[src/rtl/reflex_pkg.sv]
// Shared definitions for the reflex-trainer game sequencer.
// Provides the IDLE/GAME state encoding, the BCD digit width, a two-digit BCD
// struct and the default screen/ball geometry used by game_ctrl and
// ball_pos_lfsr.
package reflex_pkg;
  localparam int BCD_W      = 4;
  localparam int DEF_BALL_R = 16;
  localparam int DEF_H_MAX  = 640;
  localparam int DEF_V_MAX  = 480;

  typedef enum logic {
    ST_IDLE = 1'b0,
    ST_GAME = 1'b1
  } game_st_e;

  typedef struct packed {
    logic [BCD_W-1:0] ten;
    logic [BCD_W-1:0] one;
  } bcd2_t;
endpackage

[src/rtl/ball_pos_lfsr.sv]
// Pseudo-random ball placement.
// A 16-bit Fibonacci LFSR (taps 16,14,13,11) free-runs every cycle; its low
// bits are folded into the on-screen range so the whole ball stays visible.
// Ports:
//   clk_i     system clock
//   rst_i     synchronous active-high reset (LFSR <= LFSR_SEED)
//   next_x_o  candidate ball centre x from the current LFSR value
//   next_y_o  candidate ball centre y from the current LFSR value
module ball_pos_lfsr
  import reflex_pkg::*;
#(
  parameter int          BALL_R    = DEF_BALL_R,
  parameter int          H_MAX     = DEF_H_MAX,
  parameter int          V_MAX     = DEF_V_MAX,
  parameter logic [15:0] LFSR_SEED = 16'hACE1
) (
  input  logic       clk_i,
  input  logic       rst_i,
  output logic [9:0] next_x_o,
  output logic [9:0] next_y_o
);
  localparam logic [9:0] X_RNG = 10'(H_MAX - 2*BALL_R);
  localparam logic [9:0] Y_RNG = 10'(V_MAX - 2*BALL_R);
  localparam logic [9:0] OFS   = 10'(BALL_R);

  logic [15:0] lfsr_q;
  logic        fb;

  // Taps 16,14,13,11 in 1-based numbering are bits 15,13,12,10.
  assign fb = lfsr_q[15] ^ lfsr_q[13] ^ lfsr_q[12] ^ lfsr_q[10];

  always_ff @(posedge clk_i) begin
    if (rst_i) lfsr_q <= LFSR_SEED;
    else       lfsr_q <= {lfsr_q[14:0], fb};
  end

  // One conditional subtract is enough: the source field is below 2*range.
  function automatic logic [9:0] fold(input logic [9:0] v, input logic [9:0] r);
    return (v >= r) ? (v - r) : v;
  endfunction

  assign next_x_o = OFS + fold(lfsr_q[9:0], X_RNG);
  assign next_y_o = OFS + fold({1'b0, lfsr_q[8:0]}, Y_RNG);
endmodule

[src/rtl/game_ctrl.sv]
// Reflex-trainer game sequencer feeding the pixel generator.
// Owns the IDLE/GAME state, BCD countdown, BCD score, ball position and
// click/hit detection.
// Ports:
//   clk_25MHz, rst             clock, synchronous active-high reset
//   MOUSE_X_POS/MOUSE_Y_POS    cursor position
//   MOUSE_LEFT                 left button level (already synchronous)
//   start_hover                cursor is over the start button
//   game_state                 0=IDLE, 1=GAME
//   ball_x/ball_y              ball centre
//   time_ten/time_one          remaining seconds, BCD
//   score_ten/score_one        hits, BCD (saturates at 99)
//   new_best                   last round beat the stored best
// Optional feature macro: GAME_CTRL_BEST_SCORE_EN (best-score register and
// new_best star); when undefined new_best is tied low.
module game_ctrl
  import reflex_pkg::*;
#(
  parameter int          CLK_HZ    = 25_000_000,
  parameter int          GAME_SEC  = 30,
  parameter int          BALL_R    = DEF_BALL_R,
  parameter int          H_MAX     = DEF_H_MAX,
  parameter int          V_MAX     = DEF_V_MAX,
  parameter logic [15:0] LFSR_SEED = 16'hACE1
) (
  input  logic       clk_25MHz,
  input  logic       rst,
  input  logic [9:0] MOUSE_X_POS,
  input  logic [9:0] MOUSE_Y_POS,
  input  logic       MOUSE_LEFT,
  input  logic       start_hover,
  output logic       game_state,
  output logic [9:0] ball_x,
  output logic [9:0] ball_y,
  output logic [3:0] time_ten,
  output logic [3:0] time_one,
  output logic [3:0] score_ten,
  output logic [3:0] score_one,
  output logic       new_best
);
  localparam int              PS_W      = (CLK_HZ > 1) ? $clog2(CLK_HZ) : 1;
  localparam logic [PS_W-1:0] PS_LAST   = PS_W'(CLK_HZ - 1);
  localparam bcd2_t           TIME_INIT = '{ten: BCD_W'(GAME_SEC / 10), one: BCD_W'(GAME_SEC % 10)};
  localparam bcd2_t           TIME_ONE  = '{ten: 4'd0, one: 4'd1};
  localparam logic signed [10:0] R_S    = 11'(BALL_R);

  game_st_e        state_q;
  logic            left_q;
  logic [PS_W-1:0] presc_q;
  bcd2_t           time_q;
  bcd2_t           score_q;
  bcd2_t           score_d;
  logic [9:0]      ball_x_q;
  logic [9:0]      ball_y_q;
  logic [9:0]      next_x;
  logic [9:0]      next_y;
  logic            click;
  logic            sec_tick;
  logic            hit;
  logic signed [10:0] dx;
  logic signed [10:0] dy;

  function automatic bcd2_t bcd_inc_sat(input bcd2_t v);
    bcd2_t r;
    r = v;
    if (v.ten == 4'd9 && v.one == 4'd9) r = v;
    else if (v.one == 4'd9) begin
      r.one = 4'd0;
      r.ten = v.ten + 4'd1;
    end else r.one = v.one + 4'd1;
    return r;
  endfunction

  function automatic bcd2_t bcd_dec(input bcd2_t v);
    bcd2_t r;
    r = v;
    if (v.one == 4'd0) begin
      r.one = 4'd9;
      r.ten = v.ten - 4'd1;
    end else r.one = v.one - 4'd1;
    return r;
  endfunction

  function automatic logic in_box(input logic signed [10:0] d);
    return (d <= R_S) && (d >= -R_S);
  endfunction

  ball_pos_lfsr #(
    .BALL_R    (BALL_R),
    .H_MAX     (H_MAX),
    .V_MAX     (V_MAX),
    .LFSR_SEED (LFSR_SEED)
  ) u_pos (
    .clk_i    (clk_25MHz),
    .rst_i    (rst),
    .next_x_o (next_x),
    .next_y_o (next_y)
  );

  assign click    = MOUSE_LEFT & ~left_q;
  // Zero-extended 11-bit signed differences keep cursor-left-of-ball negative.
  assign dx       = $signed({1'b0, MOUSE_X_POS}) - $signed({1'b0, ball_x_q});
  assign dy       = $signed({1'b0, MOUSE_Y_POS}) - $signed({1'b0, ball_y_q});
  assign hit      = click && (state_q == ST_GAME) && in_box(dx) && in_box(dy);
  assign sec_tick = (state_q == ST_GAME) && (presc_q == PS_LAST);
  assign score_d  = hit ? bcd_inc_sat(score_q) : score_q;

`ifdef GAME_CTRL_BEST_SCORE_EN
  bcd2_t best_q;
  logic  new_best_q;
`endif

  always_ff @(posedge clk_25MHz) begin
    if (rst) begin
      state_q    <= ST_IDLE;
      left_q     <= 1'b0;
      presc_q    <= '0;
      time_q     <= TIME_INIT;
      score_q    <= '0;
      ball_x_q   <= 10'(H_MAX / 2);
      ball_y_q   <= 10'(V_MAX / 2);
`ifdef GAME_CTRL_BEST_SCORE_EN
      best_q     <= '0;
      new_best_q <= 1'b0;
`endif
    end else begin
      left_q <= MOUSE_LEFT;
      if (state_q == ST_IDLE) begin
        if (click && start_hover) begin
          state_q    <= ST_GAME;
          score_q    <= '0;
          time_q     <= TIME_INIT;
          presc_q    <= '0;
          ball_x_q   <= next_x;
          ball_y_q   <= next_y;
`ifdef GAME_CTRL_BEST_SCORE_EN
          new_best_q <= 1'b0;
`endif
        end
      end else begin
        score_q <= score_d;
        if (hit) begin
          ball_x_q <= next_x;
          ball_y_q <= next_y;
        end
        if (sec_tick) begin
          presc_q <= '0;
          time_q  <= bcd_dec(time_q);
          // A hit on the final tick is already folded into score_d.
          if (time_q == TIME_ONE) begin
            state_q <= ST_IDLE;
`ifdef GAME_CTRL_BEST_SCORE_EN
            if (8'(score_d) > 8'(best_q)) begin
              best_q     <= score_d;
              new_best_q <= 1'b1;
            end
`endif
          end
        end else begin
          presc_q <= presc_q + 1'b1;
        end
      end
    end
  end

  assign game_state = state_q;
  assign ball_x     = ball_x_q;
  assign ball_y     = ball_y_q;
  assign time_ten   = time_q.ten;
  assign time_one   = time_q.one;
  assign score_ten  = score_q.ten;
  assign score_one  = score_q.one;
`ifdef GAME_CTRL_BEST_SCORE_EN
  assign new_best   = new_best_q;
`else
  assign new_best   = 1'b0;
`endif
endmodule

[config.mk]
export PLATFORM = sky130hd
export DESIGN_NAME = game_ctrl
export DESIGN_NICKNAME = d
export VERILOG_FILES = /design/src/rtl/reflex_pkg.sv /design/src/rtl/ball_pos_lfsr.sv /design/src/rtl/game_ctrl.sv
export SDC_FILE = /design/constraint.sdc
export NUM_CORES = 1
export LEC_CHECK = 0
export BUFFER_PORTS_ARGS = -buffer_cell sky130_fd_sc_hd__buf_2
export CORE_ASPECT_RATIO = 0.6
export CORE_MARGIN = 1.5
export CORE_UTILIZATION = 35
export DETAILED_ROUTE_END_ITERATION = 16
export PLACE_DENSITY = 0.62
export RECOVER_POWER = 25
export SLEW_MARGIN = 20
export SYNTH_ARGS = -nofsm -noshare
export SYNTH_HDL_FRONTEND = slang
export SYNTH_HIERARCHICAL = 1
export SYNTH_SLANG_ARGS = --single-unit
[constraint.sdc]
create_clock -name clk_25MHz -period 4.3 [get_ports clk_25MHz]
set_clock_uncertainty 0.2 [all_clocks]
set_input_delay 0.43 -clock clk_25MHz [delete_from_list [all_inputs] [get_ports clk_25MHz]]
set_output_delay 0.43 -clock clk_25MHz [all_outputs]
set_load 0.005 [all_outputs]
==> flow_metrics.py, run 1 <==
metrics = {
    "power": {
        "p_per_area_nw_per_um2": 315,
        "seq_power_share": 0.420,
        "power.leakage_nw": 2.45,
        "power.switching_mw": 0.507,
        "pwr-share-clk": 0.406,
        "p_int_mw": 1.36,
        "switching_share": 0.272,
        "p_total_mw": 1.86,
        "comb_power_share": 0.174,
        "irDropWorstVdd_mv": 0.151,
    },
    "sta": {
        "tns_ns": 0,
        "finalWorstSetupSlack_ns": 0.589,
        "grt_setup_unrepaired": "false",
        "min_period_ns": 3.71,
        "worst_pin_slew_ns": 0.910,
        "holdWs_ns": 0.124,
        "slew_violations": 0,
        "hold_viol_final": 0,
        "setup_viol": 0,
        "clock.fmax_mhz": 269,
        "finalCritPeriodShare": 0.863,
        "maxSlewHeadroom": 0.393,
    },
    "yosys": {
        "seq_area_frac_synth": 0.301,
        "syn-cell-area_sq_um": 5250,
        "synth_cell_types": 77,
        "synth_edf_count": 0,
        "avgSynthCellArea_sq_um": 8.12,
        "postSynth.asyncResetShare": 0,
        "ys_warn_count": 6,
        "syn_inst": 647,
        "synth_seq_cells": 79,
        "synth-main-ff-cell": "dfxtp_1",
        "syn-num-nets": 709,
    },
    "floorplanning": {
        "die_height_um": 97.9,
        "die_area_sq_um": 15800,
        "core_sq_um": 14600,
        "die_w_um": 161,
        "num_rows": 34,
        "initial_utilization": 0.360,
        "pin_count": 62,
    },
    "cells_and_area": {
        "nNetsFinal": 748,
        "utilization": 0.405,
        "diodes": 0,
        "area_delta_synth_final_pct": 12.6,
        "drive_gt1_frac": 0.135,
    },
    "critical_path": {
        "crit_family": "compound AO/OA/AOI/OAI gates",
        "worstPathBufferInverterCount": 1,
        "crit_required_ns": 4.33,
        "path_depth": 12,
        "r2r-start": "ball_y[0]",
        "cp_common_cell": "a211o_1",
        "critPathMaxStageDelay_ns": 0.45,
        "start_kind": "flop",
        "worstPathArrival_ns": 3.74,
        "crit_fanout": 7,
        "cp-startpoint": "ball_y[0]",
        "r2r_cells": 12,
        "path_cells": "ha_1 > inv_1 > fa_1 > a211oi_2 > o21ai_0 > a211o_1 > a221oi_2 > o2111ai_1 > mux2i_2 > nand2_1 > o21a_1 > a211o_1",
        "worst_setup_path_end_kind": "flop",
        "crit_slowest_cell": "mux2i_2",
        "r2r_setup_slack_ns": 0.59,
        "endpoint": "score_one[3]",
        "timing.rr.end": "score_one[3]",
        "path_class": "flop to flop",
    },
    "global_routing": {
        "grt_first_pass_wirelength_um": 20700,
        "grt_pass1_vias": 4061,
        "grt_use_total": 0.160,
        "grt_max_degree": 59,
        "antenna_found_initial": 0,
        "overflow": 0,
    },
    "route": {
        "ant_nets": 0,
        "vias": 4520,
        "wirelength_um": 12600,
        "drt_first_iter_violations": 275,
        "drc": 0,
        "vias_per_cell": 5.09,
        "wl_per_cell_um": 14.2,
        "dr.pass1.iters": 5,
    },
    "clock_network": {
        "cts_sinks": 79,
        "htree_levels": 3,
        "ctsHoldBuffers": 0,
        "cts-root-buf": "clkbuf_16",
        "postCtsSetupBuffers": 0,
        "cts_tree": "yes",
        "cts.path.max_buffers": 2,
        "clkLatencyLatePin_ns": 0.33,
        "cts-buffers-inserted": 9,
        "ctsResizeCount": 0,
        "cts.clk_slew.worst_paths_ns": 0.06,
    },
    "place": {
        "gp_congestion": 0.798,
        "port_buffers": 60,
        "dp_hpwl_um": 9340,
        "pre_cts_ws_ns": 0.399,
    },
    "run_status": {
        "status": "completed",
    },
    "job": {
        "maxCapViolations": 0,
    },
    "min_path": {
        "hold_class": "input pin to flop",
    },
}
-- routing by layer --
metal / vias up / wire length (um) / GRT usage
met5: - / 0 / 0
met4: 0 / 144 / 0.0377
met3: 12 / 446 / 0.0331
met2: 80 / 4550 / 0.206
met1: 2049 / 7430 / 0.261
li1: 2379 / - / -
-- cell usage after synthesis (4+ instances only) --
| library cell | instances | area (sq um) |
|---|---|---|
| nor2b_1 | 24 | 150 |
| inv_1 | 45 | 169 |
| a22oi_1 | 9 | 67.6 |
| nor2_1 | 82 | 308 |
| xor2_1 | 15 | 131 |
| ha_1 | 36 | 450 |
| a21oi_1 | 31 | 155 |
| a211oi_1 | 8 | 60.1 |
| o2111ai_1 | 4 | 35.0 |
| nand2b_1 | 10 | 62.6 |
| xnor2_1 | 10 | 87.6 |
| nand3_1 | 18 | 90.1 |
| nand2_1 | 35 | 131 |
| a311oi_1 | 7 | 61.3 |
| nand4_1 | 10 | 62.6 |
| mux2i_1 | 16 | 160 |
| and3_1 | 9 | 56.3 |
| a211o_1 | 10 | 87.6 |
| clkbuf_1 | 16 | 60.1 |
| nor3_1 | 13 | 65.1 |
| o21a_1 | 5 | 37.5 |
| buf_2 | 5 | 25.0 |
| dfxtp_1 | 79 | 1580 |
| or3_1 | 6 | 37.5 |
| or2_1 | 5 | 31.3 |
| and2_1 | 4 | 25.0 |
| and3b_1 | 5 | 43.8 |
| a21o_1 | 4 | 30.0 |
| nor4_1 | 6 | 37.5 |
| o21ai_0 | 37 | 185 |
| buf_4 | 10 | 75.1 |
-- power groups by stage --
stage	combinational (mW)	sequential, mW	clock, mW
after floorplan	0.259	0.786	0
after global placement	0.319	0.798	0
after detailed placement	0.320	0.799	0
after CTS	0.322	0.782	0.779
after global routing	0.361	0.786	0.805
final	0.324	0.782	0.756
-- worst reg2reg max path: cells and delay by family (launching register included) --
kind / cells / cell delay, ns
AO/OA/AOI/OAI: 7 / 1.71
adder cells (fa/ha/maj): 2 / 0.59
buffers and inverters: 1 / 0.05
flip-flops: 1 / 0.36
multiplexers: 1 / 0.45
AND/OR/NAND/NOR: 1 / 0.26
-- sequential cells by signal, indices dropped and copies added (netlist names) --
name	flops
ball_x	10
score_one	4
game_state	1
ball_y	10
score_ten	4
time_ten	4
left_q	1
presc_q	25
time_one	4
u_pos/lfsr_q	16
-- how the worst min path moves through the flow --
stage / from / endpoint / slack (ns) / cells past startpoint
floorplan: u_pos/lfsr_q[14] / u_pos/lfsr_q[15] / 0.18 / 1
global placement: u_pos/lfsr_q[14] / u_pos/lfsr_q[15] / 0.19 / 1
detailed placement: u_pos/lfsr_q[14] / u_pos/lfsr_q[15] / 0.19 / 1
CTS: MOUSE_LEFT / left_q / 0.11 / 2
global route: MOUSE_LEFT / left_q / 0.15 / 2
finish: MOUSE_LEFT / left_q / 0.12 / 2
-- cell usage in the layout, fill, tap and decap left out, types with 5 or more instances in the layout --
| cell | count |
|---|---|
| a211o_1 | 10 |
| a211oi_1 | 8 |
| a21oi_1 | 31 |
| a22oi_1 | 9 |
| a311oi_1 | 7 |
| and3_1 | 9 |
| and3b_1 | 5 |
| buf_2 | 54 |
| buf_4 | 5 |
| clkbuf_1 | 8 |
| clkbuf_16 | 9 |
| dfxtp_1 | 79 |
| ha_1 | 36 |
| inv_1 | 45 |
| mux2i_1 | 16 |
| nand2_1 | 35 |
| nand2b_1 | 10 |
| nand3_1 | 18 |
| nand4_1 | 10 |
| nor2_1 | 82 |
| nor2b_1 | 24 |
| nor3_1 | 13 |
| nor4_1 | 6 |
| o21a_1 | 5 |
| o21ai_0 | 37 |
| or2_1 | 5 |
| or3_1 | 6 |
| xnor2_1 | 10 |
| xor2_1 | 15 |
-- layout make-up --
cell class,count,area [sq um]
clock inverters,3,43.8
fillers,1497,8680
repair buffers,65,330
flip-flops and latches,79,1580
clock buffers,12,246
well taps,198,248
multi-input cells,486,3300
inverters,45,169
-- cells by family after synthesis --
family	after synthesis	synth area share
simple gates	252	0.255
compound gates	152	0.202
buf+inv	82	0.0712
flops	79	0.301
fa+ha+maj	38	0.0934
xor+xnor	25	0.0417
mux	18	0.0353
other cells	1	0.000714
-- metrics by stage --
step	std cells	area, sq um
2_1_floorplan	647	5250
3_3_place_gp	873	5630
3_5_place_dp	873	5630
4_1_cts	888	5920
5_1_grt	888	5920
6_report	888	5920
(Power assumes the default switching activity.)
==> run 2: changes to the inputs <==
- ABC_AREA: unset -> 1
- PLACE_DENSITY: 0.62 -> 0.59
==> run 2 against run 1 <==
Compared with the run above: non-clock buffer count decreased by 2; synthesized cell count grew 33%; register-to-register slack better by 0.19 ns; sequential cell count is the same; the run now ends with DRC, capacitance limit, slew limit left; synthesized area rose by 6.9%; routed wire length is 14% higher; count of clock-buffer cells in the layout is 3 lower; sequential power rose by 3%.
==> flow_metrics.py, run 2 <==
metrics = {
    "sta": {
        "maxSlewHeadroom": -0.579,
        "tns_ns": 0,
        "worst_pin_slew_ns": 2.37,
        "min_period_ns": 3.52,
        "hold_viol_final": 0,
        "slew_violations": 52,
        "grt_setup_unrepaired": "false",
        "clock.fmax_mhz": 284,
        "setup_viol": 0,
        "finalCritPeriodShare": 0.819,
    },
    "floorplanning": {
        "num_rows": 35,
        "initial_utilization": 0.362,
        "pin_count": 62,
        "core_sq_um": 15500,
        "die_area_sq_um": 16800,
        "die_w_um": 167,
        "die_height_um": 101,
    },
    "yosys": {
        "syn-cell-area_sq_um": 5620,
        "yosysMostFrequentCell": "nand2_1",
        "synth_edf_count": 0,
        "synthTopCellsByCount": "nand2_1, inv_1, nor2_1",
        "synth_top_area_frac": 0.282,
        "synth_cell_types": 48,
        "yosys-top-cells-area": "dfxtp_1, nand2_1, inv_1",
        "seq_area_frac_synth": 0.282,
        "avgSynthCellArea_sq_um": 6.53,
        "syn-num-nets": 922,
        "ys_warn_count": 6,
        "synth-main-ff-cell": "dfxtp_1",
        "yosysTopAreaCell": "dfxtp_1",
        "synth_seq_cells": 79,
        "syn_inst": 860,
        "postSynth.asyncResetShare": 0,
    },
    "cells_and_area": {
        "final_common_cell": "nand2_1",
        "nNetsFinal": 967,
        "stdcell_area_sq_um": 6300,
        "largest_reg_flops": 25,
        "reg_top3": "presc_q x25, u_pos/lfsr_q x16",
        "drive_gt1_frac": 0.145,
        "area_delta_synth_final_pct": 12.2,
        "final_cell_mix": "nand2_1, inv_1, nor2_1, dfxtp_1, nand3_1",
        "top_register": "presc_q",
        "diodes": 0,
        "fillers": 1720,
    },
    "global_routing": {
        "use_met3": 0.0408,
        "grt_max_degree": 52,
        "overflow": 0,
        "grt_use_total": 0.176,
        "met2_usage": 0.237,
        "antenna_found_initial": 0,
        "grt_first_pass_wirelength_um": 23800,
        "busiest_layer": "met1",
        "met1_usage": 0.277,
        "grt_pass1_vias": 4758,
    },
    "route": {
        "wirelength_um": 14300,
        "wl_per_cell_um": 12.9,
        "dr.pass1.iters": 13,
        "drt_first_iter_violations": 359,
        "ant_nets": 0,
        "vias_per_cell": 4.74,
        "drc": 1,
        "vias": 5272,
    },
    "place": {
        "gp_congestion": 0.875,
        "placed_area_sq_um": 6000,
        "port_buffers": 60,
        "dp_hpwl_um": 11000,
    },
    "job": {
        "maxCapViolations": 1,
    },
    "critical_path": {
        "r2r_cells": 17,
        "r2r_setup_slack_ns": 0.78,
        "timing.rr.end": "score_one[2]",
        "start_kind": "flop",
        "crit_fanout": 15,
        "cp-startpoint": "ball_x[0]",
        "worst_setup_path_end_kind": "flop",
        "crit_required_ns": 4.23,
        "path_class": "flop to flop",
        "r2r-start": "ball_x[0]",
        "worstPathArrival_ns": 3.45,
    },
    "power": {
        "comb_power_share": 0.213,
        "irDropWorstVdd_mv": 0.171,
        "seq_power_share": 0.396,
        "p_int_mw": 1.38,
        "power.switching_mw": 0.646,
        "pwr-share-clk": 0.391,
        "p_per_area_nw_per_um2": 321,
        "switching_share": 0.320,
        "power.leakage_nw": 2.98,
    },
    "clock_network": {
        "cts.path.max_buffers": 2,
        "postCtsSetupBuffers": 0,
        "ctsResizeCount": 0,
        "cts.clk_slew.worst_paths_ns": 0.06,
        "htree_levels": 3,
        "ctsHoldBuffers": 0,
        "cts-buffers-inserted": 9,
        "cts-root-buf": "clkbuf_16",
        "cts_tree": "yes",
        "cts_sinks": 79,
        "clkLatencyLatePin_ns": 0.35,
    },
    "run_status": {
        "violations": "DRC, capacitance limit, slew limit",
        "status": "complete, but fails checks",
    },
    "min_path": {
        "holdPathStages": 3,
        "whs_endpoint": "left_q",
        "hp-start": "MOUSE_LEFT",
        "hold_class": "input pin to flop",
    },
}
-- run 2: power by group through the flow --
stage | combinational [mW] | clock (mW) | sequential, mW
detailed placement | 0.426 | 0 | 0.818
finish | 0.430 | 0.791 | 0.802
global placement | 0.424 | 0 | 0.819
global route | 0.497 | 0.844 | 0.806
floorplan | 0.333 | 0 | 0.806
CTS | 0.428 | 0.808 | 0.801
-- run 2: logic make-up (layout without fill, tap and decap cells) --
| group | count (synthesis) | after routing | share of synthesized area |
|---|---|---|---|
| simple gates | 442 | 442 | 0.367 |
| buf+inv | 168 | 218 | 0.127 |
| compound gates | 117 | 117 | 0.114 |
| flops | 79 | 79 | 0.282 |
| fa+ha+maj | 38 | 38 | 0.0873 |
| xor+xnor | 15 | 15 | 0.0234 |
| other cells | 1 | 1 | 0.000668 |
-- run 2: layer usage --
metal	vias to the layer above	routed length, um
met5	-	0
met4	0	134
met3	10	760
met2	113	5160
met1	2338	8280
li1	2811	-
-- run 2: worst max-delay path by stage --
stage                    to  cells after the start
6_report       score_one[2]                     17
5_1_grt        score_one[2]                     16
4_1_cts        score_one[2]                     17
3_5_place_dp   score_one[2]                     19
3_3_place_gp   score_one[2]                     19
2_1_floorplan     ball_x[0]                     19
-- run 2: layout make-up --
type	instances	area (sq um)	share of cell area
Multi-Input combinational cell	613	3320	0.527
Clock inverter	7	81.3	0.0129
Tap cell	203	254	0.0403
Sequential cell	79	1580	0.251
Clock buffer	9	225	0.0357
Inverter	139	522	0.0828
Timing Repair Buffer	63	315	0.0500
-- run 2: metrics by stage --
| step | hold WS, ns | util | setup WS, ns | instances | power, mW |
|---|---|---|---|---|---|
| global placement | 0.192 | 0.387 | 0.786 | 1097 | 1.24 |
| global route | 0.135 | 0.407 | 0.377 | 1113 | 2.15 |
| CTS | 0.116 | 0.407 | 0.892 | 1113 | 2.04 |
| floorplan | 0.188 | - | 1.62 | 860 | 1.14 |
| finish | 0.123 | 0.407 | 0.780 | 1113 | 2.02 |
| detailed placement | 0.193 | 0.387 | 0.725 | 1097 | 1.24 |
-- run 2: worst max-delay path, stage by stage, from the launching register on --
cell,delay (ns)
dfxtp_1,0.35
ha_1,0.22
fa_1,0.38
inv_1,0.08
nand2_2,0.05
nand2_2,0.11
nand3_2,0.08
nand2_1,0.06
nand2_1,0.07
and2_0,0.15
nor2_1,0.11
nand3_1,0.09
nand2_1,0.07
nand3_1,0.10
o21bai_2,0.52
inv_1,0.42
nand2_1,0.18
a21oi_2,0.06
